$ cat src/rtl/ram_bist_if.sv
// Control/status bundle for ram_bist: the master starts a test and reads back the result,
// the slave is the BIST engine.
interface ram_bist_if #(
  parameter int unsigned ADDR_W = 8,
  parameter int unsigned CNT_W  = 16
);
  logic              start;
  logic              inj_en;
  logic [ADDR_W-1:0] inj_addr;
  logic              busy;
  logic              done;
  logic              pass;
  logic [CNT_W-1:0]  err_count;
  logic [ADDR_W-1:0] first_err_addr;
  logic              err_phase;

  modport master (
    output start, inj_en, inj_addr,
    input  busy, done, pass, err_count, first_err_addr, err_phase
  );

  modport slave (
    input  start, inj_en, inj_addr,
    output busy, done, pass, err_count, first_err_addr, err_phase
  );
endinterface

$ cat src/rtl/ram_bist.sv
// Two-phase march BIST over an inferred single-port block RAM: write P(a), read/compare,
// write ~P(a), read/compare; reports pass, saturating error count and first failure.
module ram_bist #(
  parameter int unsigned DATA_W = 8,
  parameter int unsigned ADDR_W = 8,
  parameter logic [31:0] SEED   = 32'h0E,
  parameter int unsigned CNT_W  = 16
) (
  input  logic       hw_clk,
  input  logic       rst_n,
  ram_bist_if.slave  bus
);
  localparam int unsigned DEPTH = 2 ** ADDR_W;
  localparam logic [ADDR_W-1:0] LAST_ADDR = '1;
  localparam logic [CNT_W-1:0]  CNT_MAX   = '1;

  typedef enum logic [2:0] {StIdle, StWr0, StRd0, StWr1, StRd1, StDone} state_e;

  state_e            r_state;
  logic [ADDR_W-1:0] r_addr;
  logic              r_drain;
  logic              r_inj_en;
  logic [ADDR_W-1:0] r_inj_addr;
  logic              r_cmp_valid;
  logic [ADDR_W-1:0] r_cmp_addr;
  logic              r_cmp_phase;
  logic [DATA_W-1:0] r_cmp_exp;
  logic [DATA_W-1:0] r_rdata;
  logic              r_busy;
  logic              r_done;
  logic              r_pass;
  logic [CNT_W-1:0]  r_err_count;
  logic [ADDR_W-1:0] r_first_err_addr;
  logic              r_err_phase;

  logic [DATA_W-1:0] r_mem [DEPTH];

  logic [DATA_W-1:0] w_pat;
  logic [DATA_W-1:0] w_word;
  logic [DATA_W-1:0] w_wdata;
  logic              w_phase;
  logic              w_inj;
  logic              w_we;
  logic              w_re;
  logic              w_mismatch;
  logic [CNT_W-1:0]  w_err_next;

  always_comb begin
    w_pat      = DATA_W'(32'(r_addr) + SEED);
    w_phase    = (r_state == StWr1) || (r_state == StRd1);
    w_word     = w_phase ? ~w_pat : w_pat;
    w_inj      = r_inj_en && (r_addr == r_inj_addr);
    w_wdata    = w_word ^ DATA_W'(w_inj);
    w_we       = (r_state == StWr0) || (r_state == StWr1);
    w_re       = ((r_state == StRd0) || (r_state == StRd1)) && !r_drain;
    w_mismatch = r_cmp_valid && (r_rdata != r_cmp_exp);
    w_err_next = (w_mismatch && (r_err_count != CNT_MAX)) ? r_err_count + 1'b1 : r_err_count;
  end

  // Contents are deliberately not reset so the array maps onto block RAM.
  always_ff @(posedge hw_clk) begin
    if (w_we) begin
      r_mem[r_addr] <= w_wdata;
    end
    r_rdata <= r_mem[r_addr];
  end

  always_ff @(posedge hw_clk or negedge rst_n) begin
    if (!rst_n) begin
      r_state          <= StIdle;
      r_addr           <= '0;
      r_drain          <= 1'b0;
      r_inj_en         <= 1'b0;
      r_inj_addr       <= '0;
      r_cmp_valid      <= 1'b0;
      r_cmp_addr       <= '0;
      r_cmp_phase      <= 1'b0;
      r_cmp_exp        <= '0;
      r_busy           <= 1'b0;
      r_done           <= 1'b0;
      r_pass           <= 1'b0;
      r_err_count      <= '0;
      r_first_err_addr <= '0;
      r_err_phase      <= 1'b0;
    end else begin
      // Compare pipeline: address and expected word travel with the RAM read.
      r_cmp_valid <= w_re;
      r_cmp_addr  <= r_addr;
      r_cmp_exp   <= w_word;
      r_cmp_phase <= w_phase;
      if (w_mismatch) begin
        if (r_err_count == '0) begin
          r_first_err_addr <= r_cmp_addr;
          r_err_phase      <= r_cmp_phase;
        end
        r_err_count <= w_err_next;
      end

      unique case (r_state)
        StIdle, StDone: begin
          if (bus.start) begin
            r_state          <= StWr0;
            r_addr           <= '0;
            r_drain          <= 1'b0;
            r_inj_en         <= bus.inj_en;
            r_inj_addr       <= bus.inj_addr;
            r_busy           <= 1'b1;
            r_done           <= 1'b0;
            r_pass           <= 1'b0;
            r_err_count      <= '0;
            r_first_err_addr <= '0;
            r_err_phase      <= 1'b0;
          end
        end
        StWr0, StWr1: begin
          r_addr <= r_addr + 1'b1;
          if (r_addr == LAST_ADDR) begin
            r_state <= (r_state == StWr0) ? StRd0 : StRd1;
          end
        end
        StRd0, StRd1: begin
          if (r_drain) begin
            r_drain <= 1'b0;
            if (r_state == StRd0) begin
              r_state <= StWr1;
            end else begin
              r_state <= StDone;
              r_busy  <= 1'b0;
              r_done  <= 1'b1;
              r_pass  <= (w_err_next == '0);
            end
          end else begin
            r_addr <= r_addr + 1'b1;
            if (r_addr == LAST_ADDR) begin
              r_drain <= 1'b1;
            end
          end
        end
        default: r_state <= StIdle;
      endcase
    end
  end

  assign bus.busy           = r_busy;
  assign bus.done           = r_done;
  assign bus.pass           = r_pass;
  assign bus.err_count      = r_err_count;
  assign bus.first_err_addr = r_first_err_addr;
  assign bus.err_phase      = r_err_phase;
endmodule

$ cat src/flat_wrapper.sv
// flat-port wrapper written by rule: the top's interface ports become plain ports
module ram_bist_flat 
#(
  parameter int unsigned DATA_W = 8,
  parameter int unsigned ADDR_W = 8,
  parameter logic [31:0] SEED   = 32'h0E,
  parameter int unsigned CNT_W  = 16
)
  (hw_clk, rst_n, bus_start, bus_inj_en, bus_inj_addr, bus_busy, bus_done, bus_pass, bus_err_count, bus_first_err_addr, bus_err_phase);
  ram_bist_if #(.ADDR_W(ADDR_W), .CNT_W(CNT_W)) bus_i ();
  input  logic hw_clk;
  input  logic rst_n;
  input wire logic [$bits(bus_i.start)-1:0] bus_start;
  input wire logic [$bits(bus_i.inj_en)-1:0] bus_inj_en;
  input wire logic [$bits(bus_i.inj_addr)-1:0] bus_inj_addr;
  output wire logic [$bits(bus_i.busy)-1:0] bus_busy;
  output wire logic [$bits(bus_i.done)-1:0] bus_done;
  output wire logic [$bits(bus_i.pass)-1:0] bus_pass;
  output wire logic [$bits(bus_i.err_count)-1:0] bus_err_count;
  output wire logic [$bits(bus_i.first_err_addr)-1:0] bus_first_err_addr;
  output wire logic [$bits(bus_i.err_phase)-1:0] bus_err_phase;
  assign bus_i.start = bus_start;
  assign bus_i.inj_en = bus_inj_en;
  assign bus_i.inj_addr = bus_inj_addr;
  assign bus_busy = bus_i.busy;
  assign bus_done = bus_i.done;
  assign bus_pass = bus_i.pass;
  assign bus_err_count = bus_i.err_count;
  assign bus_first_err_addr = bus_i.first_err_addr;
  assign bus_err_phase = bus_i.err_phase;
  ram_bist #(.DATA_W(DATA_W), .ADDR_W(ADDR_W), .SEED(SEED), .CNT_W(CNT_W)) u_core (.hw_clk(hw_clk), .rst_n(rst_n), .bus(bus_i));
endmodule
$ cat config.mk
export PLATFORM = sky130hd
export DESIGN_NAME = ram_bist_flat
export DESIGN_NICKNAME = d
export VERILOG_FILES = /design/src/rtl/ram_bist_if.sv /design/src/rtl/ram_bist.sv /design/src/flat_wrapper.sv
export SDC_FILE = /design/constraint.sdc
export NUM_CORES = 2
export LEC_CHECK = 0
export ABC_AREA = 1
export CAP_MARGIN = 10
export CORE_MARGIN = 2
export CORE_UTILIZATION = 55
export CTS_CLUSTER_SIZE = 25
export DETAILED_ROUTE_END_ITERATION = 8
export DONT_BUFFER_PORTS = 1
export PLACE_DENSITY = 0.73
export SYNTH_ARGS = -nofsm -noshare
export SYNTH_HDL_FRONTEND = slang
export SYNTH_SLANG_ARGS = --single-unit
$ cat constraint.sdc
create_clock -name hw_clk -period 10.5 [get_ports hw_clk]
set_input_delay 2.1 -clock hw_clk [delete_from_list [all_inputs] [get_ports hw_clk]]
set_output_delay 2.1 -clock hw_clk [all_outputs]
set_load 0.02 [all_outputs]
==> results.sh <==
export IMPL_status="finished, violations left"
export IMPL_violations="design-rule violations"
export IMPL_final_nets=6955
export IMPL_whs_ns=0.503
export IMPL_ys_flop_type="edfxtp_1"
export IMPL_synth_compound_area_share_pct=9.67
export IMPL_wire_per_inst_um=24.8
export IMPL_detail_route_vias_per_cell=6.18
export IMPL_postCtsResizedCells=0
export IMPL_power_density_nw_per_um2=297
export IMPL_yosysMostFrequentCell="edfxtp_1"
export IMPL_path_max_fanout=85
export IMPL_clock_latency_ns=0.85
export IMPL_yosys_area_top_type="edfxtp_1"
export IMPL_avgSynthCellArea_um2=12.0
export IMPL_crit_start="u_core.r_addr[1]$_DFFE_PN0P_"
export IMPL_numCtsBuffers=201
export IMPL_grt_pass1_vias=52700
export IMPL_ant_nets=0
export IMPL_synth_top_family_by_area="simple AND/OR/NAND/NOR gates"
export IMPL_port_buffers=0
export IMPL_synthXorXnorAreaFrac_pct=0.308
export IMPL_synth_cell_types=38
export IMPL_fin_setup_tns_ns=0
export IMPL_critPathLaunchType="flop"
export IMPL_syn_to_final_growth_pct=9.14
export IMPL_fp_coreArea_um2=154000
export IMPL_worstHoldPathType="reg -> reg"
export IMPL_required_ns=11.03
export IMPL_dieArea_um2=158000
export IMPL_antenna_found_initial=4
export IMPL_hpwl_um=124000
export IMPL_drc=5
export IMPL_synthMuxAreaShare_pct=0.0235
export IMPL_fin_crit_sh_pct=54.8
export IMPL_yosys_warnings=0
export IMPL_vias=56500
export IMPL_layout_setup_ws_ns=4.75
export IMPL_grt_setup_unrepaired="no"
export IMPL_slew_headroom_pct=12.9
export IMPL_synth_area_um2=85300
export IMPL_min_period_ns=5.75
export IMPL_p_leak_nw=30.8
export IMPL_synth_fa_ha_area_share_pct=0.117
export IMPL_worst_pin_slew_ns=1.30
export IMPL_synth_cells=7092
export IMPL_hold_viol=0
export IMPL_pre_cts_slack_ns=4.90
export IMPL_start_util_pct=55.4
export IMPL_synth_area_leaders="edfxtp_1 72%, nor2_1 7.2%, o21ai_0 5.9%, nand2_1 4.3%, o22ai_1 2.2%"
export IMPL_overflow=0
export IMPL_n_fill_cell=11600
export IMPL_r2r_start="u_core.r_addr[1]$_DFFE_PN0P_"
export IMPL_yosys_top_cells_count="2048 x edfxtp_1, 1636 x nor2_1, 1009 x o21ai_0, 972 x nand2_1, 301 x o22ai_1"
export IMPL_chipHeight_um=398
export IMPL_cts_setup_buffers=0
export IMPL_layout_cells_non_filler=9148
export IMPL_peakVddDrop_uv=616
export IMPL_synth_edf_count=2048
export IMPL_cts_htree_levels=4
export IMPL_crit_type="reg -> reg"
export IMPL_clkTransAtPathRegs_ns=0.06
export IMPL_drt_pass1_iterations=9
export IMPL_wirelength_um=227000
export IMPL_finClkSkew_ns=0.0533
export IMPL_grt_max_degree=206
export IMPL_routabilityCongestion=0.911
export IMPL_clk_path_buf_depth=3
export IMPL_drv_max_cap_violation_count=0
export IMPL_grt_use_total_pct=28.2
export IMPL_synth_top_area_share_pct=72.1
export IMPL_cp_arrival_ns=6.28
export IMPL_hold_path_startpoint="u_core.r_inj_en$_DFFE_PN0P_"
export IMPL_ys_ff_latch=2123
export IMPL_rows=144
export IMPL_drt_first_iter_violations=9268
export IMPL_synthSimpleGateAreaFrac_pct=12.7
export IMPL_cts_tree="yes"
export IMPL_total_power_mw=27.6
export IMPL_critPathCaptureType="flop"
export IMPL_cts_sinks=2123
export IMPL_maxSlewViolCount=0
export IMPL_synth_fp_nets=7112
export IMPL_final_setup_viol_count=0
export IMPL_postSynth_asyncResetShare_pct=3.16
export IMPL_fmax_ghz=0.174
export IMPL_cts_root_buf="clkbuf_16"
export IMPL_pin_count=40
export IMPL_die_x_um=398
export IMPL_dpl_cell_count=8775
export IMPL_seq_area_frac_synth_pct=74.2
export IMPL_drive_above_1_share_pct=5.80
export IMPL_grt_pass1_wl_um=335000
export IMPL_holdBufCountCts=0
==> metal layers <==
layer | global-route usage, % | up-vias | wire [µm]
met5 | 0 | - | 41
met4 | 12.2 | 6 | 9970
met3 | 6.29 | 496 | 27700
met2 | 42.6 | 3595 | 103000
met1 | 39.7 | 27500 | 85400
li1 | - | 24900 | -
==> final cells by class <==
cell class                 instances  area [µm²]  share of cell area (%)
sequential                      2123       63300                    68.0
multi-input combinational       4403       19700                    21.2
clock buffer                     259        5460                    5.86
tap                             2044        2560                    2.75
timing repair buffer              88         786                   0.844
clock inverter                   110         778                   0.836
inverter                         118         465                   0.500
antenna                            3        7.51                 0.00806
==> cell usage in the layout, fill, tap and decap left out, types with 3 or more instances in the layout <==
cell / netlist / layout
nor2_4: 0 / 3
edfxtp_1: 2048 / 2048
dfxtp_1: 8 / 8
o21ai_0: 1009 / 1009
diode_2: 0 / 3
nand3_1: 43 / 40
nor2_1: 1636 / 1632
o21ai_1: 127 / 127
xnor2_1: 10 / 9
o22ai_1: 301 / 301
clkinv_1: 10 / 65
xor2_1: 20 / 13
inv_16: 0 / 4
buf_4: 21 / 78
clkinvlp_4: 0 / 5
clkinv_2: 0 / 32
clkbuf_1: 239 / 45
inv_1: 105 / 105
clkbuf_8: 0 / 6
bufinv_16: 0 / 6
or2_2: 30 / 30
ha_1: 8 / 8
nand2_1: 972 / 971
nand4_1: 81 / 81
nor2_2: 2 / 3
clkinv_8: 0 / 4
dfrtp_1: 67 / 65
a21oi_1: 124 / 124
nor3_1: 22 / 22
xor2_4: 0 / 7
inv_6: 0 / 3
buf_12: 0 / 10
nand3_2: 0 / 3
clkbuf_16: 0 / 208
and2_1: 3 / 3
==> flip-flops by register name, summed over array words and instances (netlist names) <==
signal / cells
u_core.r_cmp_addr: 8
u_core.r_drain: 1
u_core.r_state: 3
u_core.bus.err_count: 16
u_core.r_inj_en: 1
u_core.r_rdata: 8
u_core.r_addr: 8
u_core.bus.err_phase: 1
u_core.bus.first_err_addr: 8
u_core.r_cmp_phase: 1
u_core.r_cmp_exp: 8
u_core.r_inj_addr: 8
u_core.r_cmp_valid: 1
u_core.bus.busy: 1
u_core.bus.done: 1
u_core.bus.pass: 1
u_core.r_mem: 2048
==> logic make-up after synthesis <==
| kind of cell | count (synthesis) |
|---|---|
| AND/OR/NAND/NOR | 2794 |
| flip-flops | 2123 |
| AO/OA/AOI/OAI | 1569 |
| buffers and inverters | 566 |
| XOR/XNOR | 30 |
| adder cells (fa/ha/maj) | 8 |
| multiplexers | 2 |
==> power by group <==
| part | switching [mW] | leakage (nW) | internal, mW |
|---|---|---|---|
| combinational | 6.74 | 8.39 | 1.59 |
| clock | 3.12 | 3.05 | 3.81 |
| sequential | 0.177 | 19.4 | 12.2 |
==> critical path, cell delays in order (launching register included) <==
cell	delay, ns
dfrtp_4	0.85
clkinv_8	0.53
nand2_2	0.67
buf_4	0.48
xor2_1	0.36
xor2_4	0.87
buf_4	0.85
buf_4	0.62
==> per-stage QoR <==
step	utilization (%)	area (µm²)
3_5_place_dp	56.4	86800
4_1_cts	60.4	93100
5_1_grt	60.4	93100
3_3_place_gp	56.4	86800
2_1_floorplan	-	85300
6_report	60.4	93100
==> worst paths after layout <==
kind / cells after the start / end / slack (ns)
max: 7 / u_core.r_mem[70][4]$_DFFE_PP_ / 4.75
min: 2 / u_core.r_inj_en$_DFFE_PN0P_ / 0.50
max reg2reg: 7 / u_core.r_mem[70][4]$_DFFE_PP_ / 4.75
min reg2reg: 2 / u_core.r_inj_en$_DFFE_PN0P_ / 0.50
max in group asynchronous: 0 / u_core.bus.err_count[0]$_DFF_PN0_ / 9.43
min in group asynchronous: 0 / u_core.r_cmp_addr[3]$_DFF_PN0_ / 0.94
Power figures use the tool's default switching activity.
